## src/rtl/pipe_stall_ctrl.sv

```systemverilog
`default_nettype none
// +----------------------------------------------------------------------+
// | pipe_stall_ctrl: pipeline stall/bubble/flush and divide-busy control  |
// | Revision: 1.0                                                        |
// +----------------------------------------------------------------------+
module pipe_stall_ctrl #(
  parameter int DIV_CYCLES = 32
) (
  input  logic        clk_i,
  input  logic        rst_i,
  input  logic        ex_rmem_i,
  input  logic [4:0]  ex_waddr_i,
  input  logic [4:0]  id_rs_i,
  input  logic [4:0]  id_rt_i,
  input  logic        j_b_stall_i,
  input  logic        ex_div_start_i,
  input  logic        bus_stall_i,
  input  logic        exc_valid_i,
  input  logic [31:0] exc_target_i,
  output logic        if_stall_o,
  output logic        id_stall_o,
  output logic        ex_stall_o,
  output logic        mem_stall_o,
  output logic        wb_stall_o,
  output logic        ex_bubble_o,
  output logic        mem_bubble_o,
  output logic        flush_all_o,
  output logic        redirect_valid_o,
  output logic [31:0] redirect_pc_o,
  output logic        div_busy_o,
  output logic        div_done_o
);

  typedef enum logic [1:0] {
    ST_RUN      = 2'd0,
    ST_DIV      = 2'd1,
    ST_EXC_WAIT = 2'd2,
    ST_FLUSH    = 2'd3
  } state_t;

  localparam logic [5:0] c_div_load = 6'(DIV_CYCLES - 1);

  state_t      r_state;
  logic [5:0]  r_cnt;
  logic [31:0] r_redirect_pc;
  logic        w_load_use;
  logic        w_cnt_zero;

  assign w_load_use = ex_rmem_i && (ex_waddr_i != 5'd0) &&
                      ((ex_waddr_i == id_rs_i) || (ex_waddr_i == id_rt_i));
  assign w_cnt_zero    = (r_cnt == 6'd0);
  assign redirect_pc_o = r_redirect_pc;

  always_ff @(posedge clk_i or negedge rst_i) begin
    if (!rst_i) begin
      r_state       <= ST_RUN;
      r_cnt         <= 6'd0;
      r_redirect_pc <= 32'd0;
    end else begin
      case (r_state)
        ST_RUN: begin
          if (exc_valid_i) begin
            r_redirect_pc <= exc_target_i;
            r_cnt         <= 6'd0;
            r_state       <= bus_stall_i ? ST_EXC_WAIT : ST_FLUSH;
          end else if (!bus_stall_i && ex_div_start_i) begin
            r_cnt   <= c_div_load;
            r_state <= ST_DIV;
          end
        end
        ST_DIV: begin
          if (exc_valid_i) begin
            // The exception aborts the divide outright.
            r_redirect_pc <= exc_target_i;
            r_cnt         <= 6'd0;
            r_state       <= bus_stall_i ? ST_EXC_WAIT : ST_FLUSH;
          end else if (w_cnt_zero) begin
            r_state <= ST_RUN;
          end else begin
            r_cnt <= r_cnt - 6'd1;
          end
        end
        ST_EXC_WAIT: begin
          if (!bus_stall_i) r_state <= ST_FLUSH;
        end
        default: r_state <= ST_RUN;
      endcase
    end
  end

  always_comb begin
    if_stall_o       = 1'b0;
    id_stall_o       = 1'b0;
    ex_stall_o       = 1'b0;
    mem_stall_o      = 1'b0;
    wb_stall_o       = 1'b0;
    ex_bubble_o      = 1'b0;
    mem_bubble_o     = 1'b0;
    flush_all_o      = 1'b0;
    redirect_valid_o = 1'b0;
    div_busy_o       = 1'b0;
    div_done_o       = 1'b0;
    case (r_state)
      ST_RUN: begin
        if (bus_stall_i) begin
          {if_stall_o, id_stall_o, ex_stall_o, mem_stall_o, wb_stall_o} = 5'b11111;
        end else if (!exc_valid_i && !ex_div_start_i && (w_load_use || j_b_stall_i)) begin
          if_stall_o  = 1'b1;
          id_stall_o  = 1'b1;
          ex_bubble_o = 1'b1;
        end
      end
      ST_DIV: begin
        div_busy_o = 1'b1;
        div_done_o = w_cnt_zero && !exc_valid_i;
        if (bus_stall_i) begin
          {if_stall_o, id_stall_o, ex_stall_o, mem_stall_o, wb_stall_o} = 5'b11111;
        end else if (!exc_valid_i) begin
          if_stall_o = 1'b1;
          id_stall_o = 1'b1;
          // On the final cycle the quotient leaves EX, so EX/MEM takes it instead of a NOP.
          ex_stall_o   = !w_cnt_zero;
          mem_bubble_o = !w_cnt_zero;
        end
      end
      ST_EXC_WAIT: begin
        {if_stall_o, id_stall_o, ex_stall_o, mem_stall_o, wb_stall_o} = 5'b11111;
      end
      default: begin
        flush_all_o      = 1'b1;
        redirect_valid_o = 1'b1;
      end
    endcase
  end

endmodule
`default_nettype wire

```

## config.mk

```make
export PLATFORM = sky130hd
export DESIGN_NAME = pipe_stall_ctrl
export DESIGN_NICKNAME = d
export VERILOG_FILES = /design/src/rtl/pipe_stall_ctrl.sv
export SDC_FILE = /design/constraint.sdc
export NUM_CORES = 1
export LEC_CHECK = 0
export CAP_MARGIN = 5
export CORE_MARGIN = 4
export CORE_UTILIZATION = 40
export DETAILED_ROUTE_END_ITERATION = 12
export PLACE_DENSITY_LB_ADDON = 0.08
export SYNTH_ARGS = -nofsm -noshare
export SYNTH_HDL_FRONTEND = slang
export SYNTH_SLANG_ARGS = --single-unit
```

## constraint.sdc

```tcl
create_clock -name clk_i -period 2.73 [get_ports clk_i]
set_clock_uncertainty 0.05 [all_clocks]
set_input_delay 0.6825 -clock clk_i [delete_from_list [all_inputs] [get_ports clk_i]]
set_output_delay 0.6825 -clock clk_i [all_outputs]
set_load 0.01 [all_outputs]
```

## After elaboration in Yosys (flattened, before gate mapping)

Cells that the tools add are included.

| operators by class | value |
|---|---|
| add/sub/neg operators | 1 |
| equal/unequal tests | 8 |
| multiplexer cells | 29 |
| reductions and logical operators | 21 |

Operators with widths:

| cell | number |
|---|---|
| $mux 6 | 4 |
| $mux 1 | 15 |
| $pmux 6 s2 | 1 |
| $eq 5x5->1 | 2 |
| $mux 2 | 5 |
| $ne 3x3->1 const B | 3 |
| $logic_and 1x1->1 | 6 |
| $logic_not 6->1 | 1 |
| $pmux 1 s3 | 2 |
| $pmux 2 s3 | 1 |
| $reduce_and 3->1 | 2 |
| $sub 6x1->6 const B | 1 |
| $reduce_bool 5->1 | 1 |
| $logic_not 1->1 | 4 |
| $reduce_or 3->1 | 1 |
| $eq 2x1->1 const B | 1 |
| $eq 2x2->1 const B | 1 |
| $logic_not 2->1 | 1 |
| $logic_or 1x1->1 | 2 |
| $ne 2x2->1 const B | 1 |
| $pmux 1 s2 | 1 |
| $reduce_and 2->1 | 1 |
| $reduce_bool 2->1 | 1 |
| $reduce_or 2->1 | 1 |

| word-level totals | value |
|---|---|
| register bits | 40 |
| input bits | 54 |
| output and inout bits | 43 |
| logic and storage cells | 62 |

## Depth between registers and ports, before layout

Gate-level depths: netlist of run 1.

| logic depth | value |
|---|---|
| depth in word-level cells | 8 |
| depth in mapped cells | 7 |
| mapped depth without buffers | 6 |

## Worst setup path after synthesis of run 1

Ideal clock, no wire load.

| timing | value |
|---|---|
| path type | input to output |
| start point | input port ex_waddr_i[1] |
| end point | output port if_stall_o |
| data arrival time | 1.803 ns |
| required time | 1.997 ns |
| path slack | 0.195 ns |
| cell stages on the path | 6 |
| cell sequence | or4_1 > nor2_1 > nor3b_1 > a21oi_2 > a31oi_1 > buf_4 |

| between the ends | value |
|---|---|
| cells in the longest elaborated chain, start to end | 8 |

RTL lines:

| item | RTL line | RTL |
|---|---|---|
| start, declared | 12 | `input logic [4:0] ex_waddr_i,` |
| $eq 5x5->1 or $reduce_bool 5->1 (tied branches) | 50, 49 |  |
| $logic_or 1x1->1 or $logic_and 1x1->1 (tied branches) | 50, 49 |  |
| $logic_and 1x1->1 (*) | 49 | `assign w_load_use = ex_rmem_i && (ex_waddr_i != 5'd0) &&` |
| $logic_or 1x1->1 (*) | 107 | `end else if (!exc_valid_i && !ex_div_start_i && (w_load_use \|\| j_b_stall_i)) begin` |
| $logic_and 1x1->1 (*) | 107 |  |
| $mux 1 (*) (2 in series) | -- |  |
| $pmux 1 s3 (*) | -- |  |
| end, declared | 20 | `output logic if_stall_o,` |

Mark *: on every way between the ends. The rest lies on a longest branch, timed or not.

## Worst setup path in the final report of run 1

| timing | value |
|---|---|
| start point | input port ex_waddr_i[4] |
| end point | output port if_stall_o |

| between the ends | value |
|---|---|
| cells in the longest elaborated chain, start to end | 8 |

RTL lines:

| item | RTL line | RTL |
|---|---|---|
| $eq 5x5->1 or $reduce_bool 5->1 (tied branches) | 50, 49 |  |
| $logic_or 1x1->1 or $logic_and 1x1->1 (tied branches) | 50, 49 |  |
| $logic_and 1x1->1 (*) | 49 |  |
| $logic_or 1x1->1 (*) | 107 |  |
| $logic_and 1x1->1 (*) | 107 |  |
| $mux 1 (*) | 107 |  |
| $mux 1 (*) | 105 | `if (bus_stall_i) begin` |
| $pmux 1 s3 (*) | 103 | `case (r_state)` |

Marked as above.

==> qor.yml, run 1 <==
grt:
  grt_max_degree: 41
  grt_pass1_wl_microns: 8030
  grt_util_all_layers: 0.165
  antenna_found_initial: 0
  grt_pass1_vias: 1811
  overflow: 0
routing:
  final_antenna_net_count: 0
  vias: 1810
  drt-wirelength-per-cell_microns: 12.4
  vias_per_cell: 4.73
  drt-total-wl_microns: 4760
  drt-initial-drc-count: 60
  drc: 0
  first_pass_iters: 4
cts:
  cts_buffer_depth: 2
  cts_num_sinks: 40
  post-cts-setup-buffers: 0
  cts_max_level: 2
  clkTransAtPathRegs_ns: 0.07
  cts_made_buffers: 5
  tritoncts: "done"
  cts_root_buffer: "clkbuf_8"
  clk_latency_ns: 0.29
hold_path:
  hold_class: "flop to flop"
  min_from: "redirect_pc_o[14]"
  whs_endpoint: "redirect_pc_o[14]"
  hold_depth: 2
yosys:
  syn_nets: 283
  ys_types: 32
  synth_ff_type: "dfrtp_1"
  yosys.area.top_type: "dfrtp_1"
  synth_most_common_cell: "nand2_1"
  synth-seq-cells: 40
  async_reset_ff_frac: 1.00
  synth_edf_count: 0
  synth.avg_cell_area_sq_um: 8.49
  syn_inst: 228
  ys_warn_count: 0
  syn-cell-area_sq_um: 1940
  synthTopCellsByArea: "dfrtp_1, nand2_1, xnor2_1"
  synth_seq_area_share: 0.517
  netlist.area_leader.share: 0.517
  synth_top_cells_by_count: "nand2_1, dfrtp_1, xnor2_1, nor2_1, a21oi_2"
setup_path:
  path_cells: "buf_6 -> or4_4 -> nor2_4 -> nor3b_2 -> a21oi_2 -> a31oi_2 -> buf_2"
  critPathMaxStageDelay_ns: 0.54
  r2r_end: "r_cnt[3]"
  arrival_ns: 1.94
  crit_fanout: 3
  worstSetupPathType: "input port to output port"
  end_kind: "output port"
  r2r-start: "r_cnt[0]"
  cp_top_family: "simple AND/OR/NAND/NOR gates"
  reg2reg_depth: 8
  crit_path_top_delay_cell: "or4_4"
  crit_required_ns: 2.00
  cp-start-kind: "input port"
  path_buf_inv: 2
  rrSetupSlack_ns: 1.07
die:
  die_area_sq_um: 6020
  fp-row-count: 25
  dieHeight_microns: 77.6
  coreArea_sq_um: 4690
  start_util: 0.413
  ios: 97
  die_w_microns: 77.6
placement:
  portBuffers: 96
  dpl_cell_area_sq_um: 2950
  dp.final_hpwl_microns: 3560
  gp_congestion: 0.777
timing:
  post-route-period-util: 0.978
  max_slew_margin: 0.421
  worst_hold_slack_ns: 0.426
  max_freq_ghz: 0.375
  finalHoldViolations: 0
  fin_crit_ns: 2.67
  drv_slew: 0
  worst_slew_pin_slew_ns: 0.869
  setup_violations: 0
run:
  max_cap_violations: 0
power_and_ir_drop:
  p_leak_nw: 1.50
  ir_drop_v: 0.000459
  powerDensity_nw_per_um2: 978
finish:
  area_growth_pct: 57.9
  final_net_count: 383
  design_area_sq_um: 3060
  drive_above_1_share: 0.131
  antenna_cells: 0
outcome:
  outcome: "finished, final reports clean"
how the worst max path moves through the flow:
stage	from	endpoint	slack (ns)	depth (start not counted)
CTS	id_rs_i[0]	ex_bubble_o	-0.004	7
floorplan	ex_waddr_i[1]	if_stall_o	0.19	6
global route	bus_stall_i	wb_stall_o	-0.00002	5
finish	ex_waddr_i[4]	if_stall_o	0.06	7
detailed placement	ex_waddr_i[1]	if_stall_o	-0.66	7
global placement	ex_waddr_i[1]	if_stall_o	-0.62	7
layout by cell type (no fill, tap or decap), drive strengths merged:
cell	n
clkbuf	6
o21bai	1
and2b	1
nor4b	1
nor3b	3
or3	1
nand3	5
nor2	10
buf	18
xnor2	10
o21a	1
nand2	106
o22ai	1
nor2b	1
dlygate4sd2	7
clkinv	3
dlymetal6s2s	7
a41oi	1
ha	1
dfrtp	40
o21ai	5
clkdlybuf4s50	72
a31oi	1
nor3	2
and2	1
inv	4
a21oi	10
nand2b	6
a21o	1
clkdlybuf4s15	1
and3	1
or4	1
cell type report:
cell class / count / area (sq um)
timing repair buffer: 106 / 1010
inverter: 4 / 15.0
clock inverter: 3 / 18.8
multi-input combinational: 171 / 875
clock buffer: 5 / 68.8
sequential: 40 / 1000
fill: 404 / 1630
tap: 54 / 67.6
where the power goes:
group          internal (mW)  switching (mW)  leakage [nW]
Combinational          0.836           0.694         0.962
Clock                  0.178           0.204        0.0479
Sequential             0.888           0.192         0.491
cell families (layout without fill, tap and decap cells):
family | count (synthesis) | count (layout) | share of synthesized area
DFF | 40 | 40 | 0.517
buffers and inverters | 17 | 118 | 0.0497
AOI/OAI and AO/OA | 21 | 21 | 0.0788
xor gates and xnor gates | 10 | 10 | 0.0452
and+or+nand+nor | 139 | 139 | 0.303
adders and majority gates | 1 | 1 | 0.00646
per-layer routing:
layer / wire length (microns) / GRT usage / share of wire / vias to the layer above
met5: 0 / 0 / 0 / -
met4: 65 / 0.0534 / 0.014 / 0
met3: 487 / 0.0673 / 0.10 / 7
met2: 2150 / 0.271 / 0.45 / 80
met1: 2060 / 0.196 / 0.43 / 810
li1: - / - / - / 913
worst reg2reg max path, stage by stage, from the launching register on:
cell and delay, ns:
dfrtp_1 0.40, inv_1 0.08, ha_1 0.18, nor3b_2 0.19
buf_4 0.15, a41oi_2 0.13, buf_4 0.21, a21oi_2 0.13
a21oi_2 0.04
through the flow:
| step | utilization | power [mW] | setup slack, ns | TNS [ns] | instances |
|---|---|---|---|---|---|
| floorplan | - | 1.83 | 0.195 | 0 | 228 |
| global placement | 0.630 | 2.63 | -0.623 | -2.93 | 375 |
| detailed placement | 0.630 | 2.66 | -0.663 | -2.96 | 375 |
| CTS | 0.645 | 3.04 | -0.00398 | -0.00398 | 383 |
| global route | 0.652 | 3.23 | -0.0000173 | -0.0000173 | 383 |
| finish | 0.652 | 2.99 | 0.0600 | 0 | 383 |
sequential cells by signal, summed over array words and instances (netlist names):
| signal | cells |
|---|---|
| r_state | 2 |
| redirect_pc_o | 32 |
| r_cnt | 6 |
what timing repair did:
action / 4_1_cts / 5_1_grt
hold buffers: 0 / 0
pin swaps: 5 / 14
resized for setup: 41 / 19
endpoints found under the setup margin: 8 / 7
hold endpoints to repair: 0 / 0
No activity file was read; power rests on OpenSTA's default activity.
==> run 2, diff against run 1 <==
- CTS_CLUSTER_DIAMETER: default -> 50
==> results of run 2 <==
Final layout, timing and power as in run 1 (identical DEF).
==> run 3, diff against run 2 <==
--- a/constraint.sdc
+++ b/constraint.sdc
@@ -3,3 +3,3 @@
 set_input_delay 0.6825 -clock clk_i [delete_from_list [all_inputs] [get_ports clk_i]]
 set_output_delay 0.6825 -clock clk_i [all_outputs]
-set_load 0.01 [all_outputs]
+set_load 0.05 [all_outputs]
==> run 3 against run 2 <==
The flow now finishes with violations (setup timing). Utilization grew 3.4 points. Highest routed layer unchanged. Non-clock buffer count up 4. First-iteration DRC count down 33%. Via count grew 1.3%. Critical path type unchanged. Global-route usage increased by 1.0 points. Setup slack worse by 0.080 ns. Sequential cell count stayed put. Combinational power increased by 76%. Fmax decreased by 2.9%. Worst hold slack got worse by 0.0014 ns. Cell count up 1.0%.
==> qor.yml, run 3 (synthesis results as in run 1) <==
power_and_ir_drop:
  clock_power_share: 0.092  # -0.036
  ir_drop_v: 0.000890  # +94%
  p_sw_frac: 0.510  # +0.145
  powerDensity_nw_per_um2: 1290  # +32%
  intPower_mw: 2.04  # +7.0%
  p_seq_frac: 0.258  # -0.103
  p_comb_frac: 0.650  # +0.138
  switching_power_mw: 2.11  # +94%
  p_leak_nw: 1.52  # +1.3%
setup_path:
  r2r-start: "r_cnt[0]"
  crit_required_ns: 2.00  # about the same
  crit_fanout: 3  # unchanged
  rrSetupSlack_ns: 0.95  # -0.12 ns
  reg2reg_depth: 7  # -1
  worstSetupPathType: "input port to output port"
  cp-start-kind: "input port"
  arrival_ns: 2.02  # +0.08 ns
  end_kind: "output port"
  r2r_end: "r_cnt[3]"
  crit_start: "ex_waddr_i[4]"
finish:
  area_growth_pct: 66.2
  antenna_cells: 0  # unchanged
  design_area_sq_um: 3220  # +5.2%
  fill_cells: 406  # +0.50%
  final_common_cell: "nand2_1"
  drive_above_1_share: 0.186  # +0.0555
  largest_reg_flops: 32  # unchanged
  final_net_count: 387  # +1.0%
  utilization: 0.686  # +0.0341
  final_cell_mix: "nand2_1, clkdlybuf4s50_1, dfrtp_1"
cts:
  clkTransAtPathRegs_ns: 0.07  # about the same
  clk_latency_ns: 0.28  # about the same
  ctsHoldBuffers: 0  # unchanged
  cts_root_buffer: "clkbuf_8"
  cts_num_sinks: 40  # unchanged
  cts_made_buffers: 5  # unchanged
  cts_max_level: 2  # unchanged
  tritoncts: "done"
  cts_buffer_depth: 2  # unchanged
grt:
  antenna_found_initial: 0  # unchanged
  grt_pass1_vias: 1767  # -2.4%
  grt_pass1_wl_microns: 8470  # +5.4%
  grt_max_degree: 41  # unchanged
  grt_util_all_layers: 0.176  # +0.0105
  overflow: 0  # unchanged
placement:
  gp_congestion: 0.769  # -1.0%
  portBuffers: 96  # unchanged
  pre_cts_slack_ns: -0.352  # +0.310 ns
  dp.final_hpwl_microns: 3920  # +10%
  dpl_cell_area_sq_um: 3080  # +4.2%
hold_path:
  hold_depth: 2  # unchanged
  whs_endpoint: "redirect_pc_o[29]"
  min_from: "redirect_pc_o[29]"
  hold_class: "flop to flop"
die:
  fp-row-count: 25  # unchanged
  dieHeight_microns: 77.6  # unchanged
  die_area_sq_um: 6020  # unchanged
  ios: 97  # unchanged
  coreArea_sq_um: 4690  # unchanged
  die_w_microns: 77.6  # unchanged
  start_util: 0.413  # unchanged
routing:
  vias_per_cell: 4.74  # +0.22%
  drc: 0  # unchanged
  drt-initial-drc-count: 40  # -33%
  final_antenna_net_count: 0  # unchanged
  drt-wirelength-per-cell_microns: 13.5  # +8.2%
  first_pass_iters: 4  # unchanged
  vias: 1833  # +1.3%
  drt-total-wl_microns: 5210  # +9.3%
timing:
  worst_slew_pin_slew_ns: 0.887  # +0.0176 ns
  postLayoutSetupSlackWorst_ns: -0.0197  # -0.0796 ns
  finalHoldViolations: 0  # unchanged
  post-route-period-util: 1.01  # +0.0292
  drv_slew: 0  # unchanged
  fin_crit_ns: 2.75  # +0.0796 ns
  max_freq_ghz: 0.364  # -2.9%
  setup_violations: 2  # +2
  max_slew_margin: 0.409  # -0.0117
  rsz0062_at_grt: "true"
  worst_hold_slack_ns: 0.424  # -0.00137 ns
run:
  max_cap_violations: 0  # unchanged
outcome:
  outcome: "finished with violations"
  violations: "setup timing"
## run 3: what timing repair did
item | 4_1_cts | 5_1_grt
endpoints found under the setup margin | 3 | 3
setup buffers | 0 | 0
pin swaps | 18 | 12
endpoints found under the hold margin | 0 | 0
resized for setup | 33 | 15
## run 3: power by group through the flow
stage,clock (mW),combinational [mW],sequential (mW)
final,0.383,2.70,1.07
after global routing,0.424,2.85,1.11
after CTS,0.399,2.71,1.07
after detailed placement,0,2.71,1.08
after global placement,0,2.67,1.07
after floorplan,0,0.879,1.92
## run 3: per-layer routing
layer / global-route usage / share of wire / vias up
li1: - / - / 919
met1: 0.218 / 0.43 / 839
met2: 0.272 / 0.46 / 71
met3: 0.0812 / 0.095 / 4
met4: 0.0534 / 0.0086 / 0
met5: 0 / 0 / -
## run 3: worst max-delay path, cell delays in order
cell	delay, ns
buf_8	0.10
or4_4	0.53
nor2_4	0.09
nor3b_2	0.05
a21oi_2	0.23
a31oi_4	0.15
buf_12	0.18
## run 3: how the worst max path moves through the flow
| stage | endpoint | depth (start not counted) |
|---|---|---|
| finish | id_stall_o | 7 |
| global route | ex_bubble_o | 7 |
| CTS | id_stall_o | 7 |
| detailed placement | ex_bubble_o | 8 |
| global placement | if_stall_o | 7 |
| floorplan | ex_bubble_o | 5 |
## run 3: cell type report
type | count | area [sq um] | area share
clock buffer | 5 | 68.8 | 0.0214
tap | 54 | 67.6 | 0.0210
inverter | 4 | 15.0 | 0.00467
multi-input combinational | 171 | 940 | 0.292
timing repair buffer | 110 | 1110 | 0.344
clock inverter | 3 | 18.8 | 0.00583
sequential | 40 | 1000 | 0.311
## run 3: per-stage QoR
| step | setup TNS, ns | cells | total power, mW |
|---|---|---|---|
| after floorplan | -0.135 | 228 | 2.80 |
| after global placement | -0.926 | 379 | 3.74 |
| after detailed placement | -1.03 | 379 | 3.79 |
| after CTS | -0.100 | 387 | 4.18 |
| after global routing | -0.227 | 387 | 4.38 |
| final | -0.0393 | 387 | 4.15 |
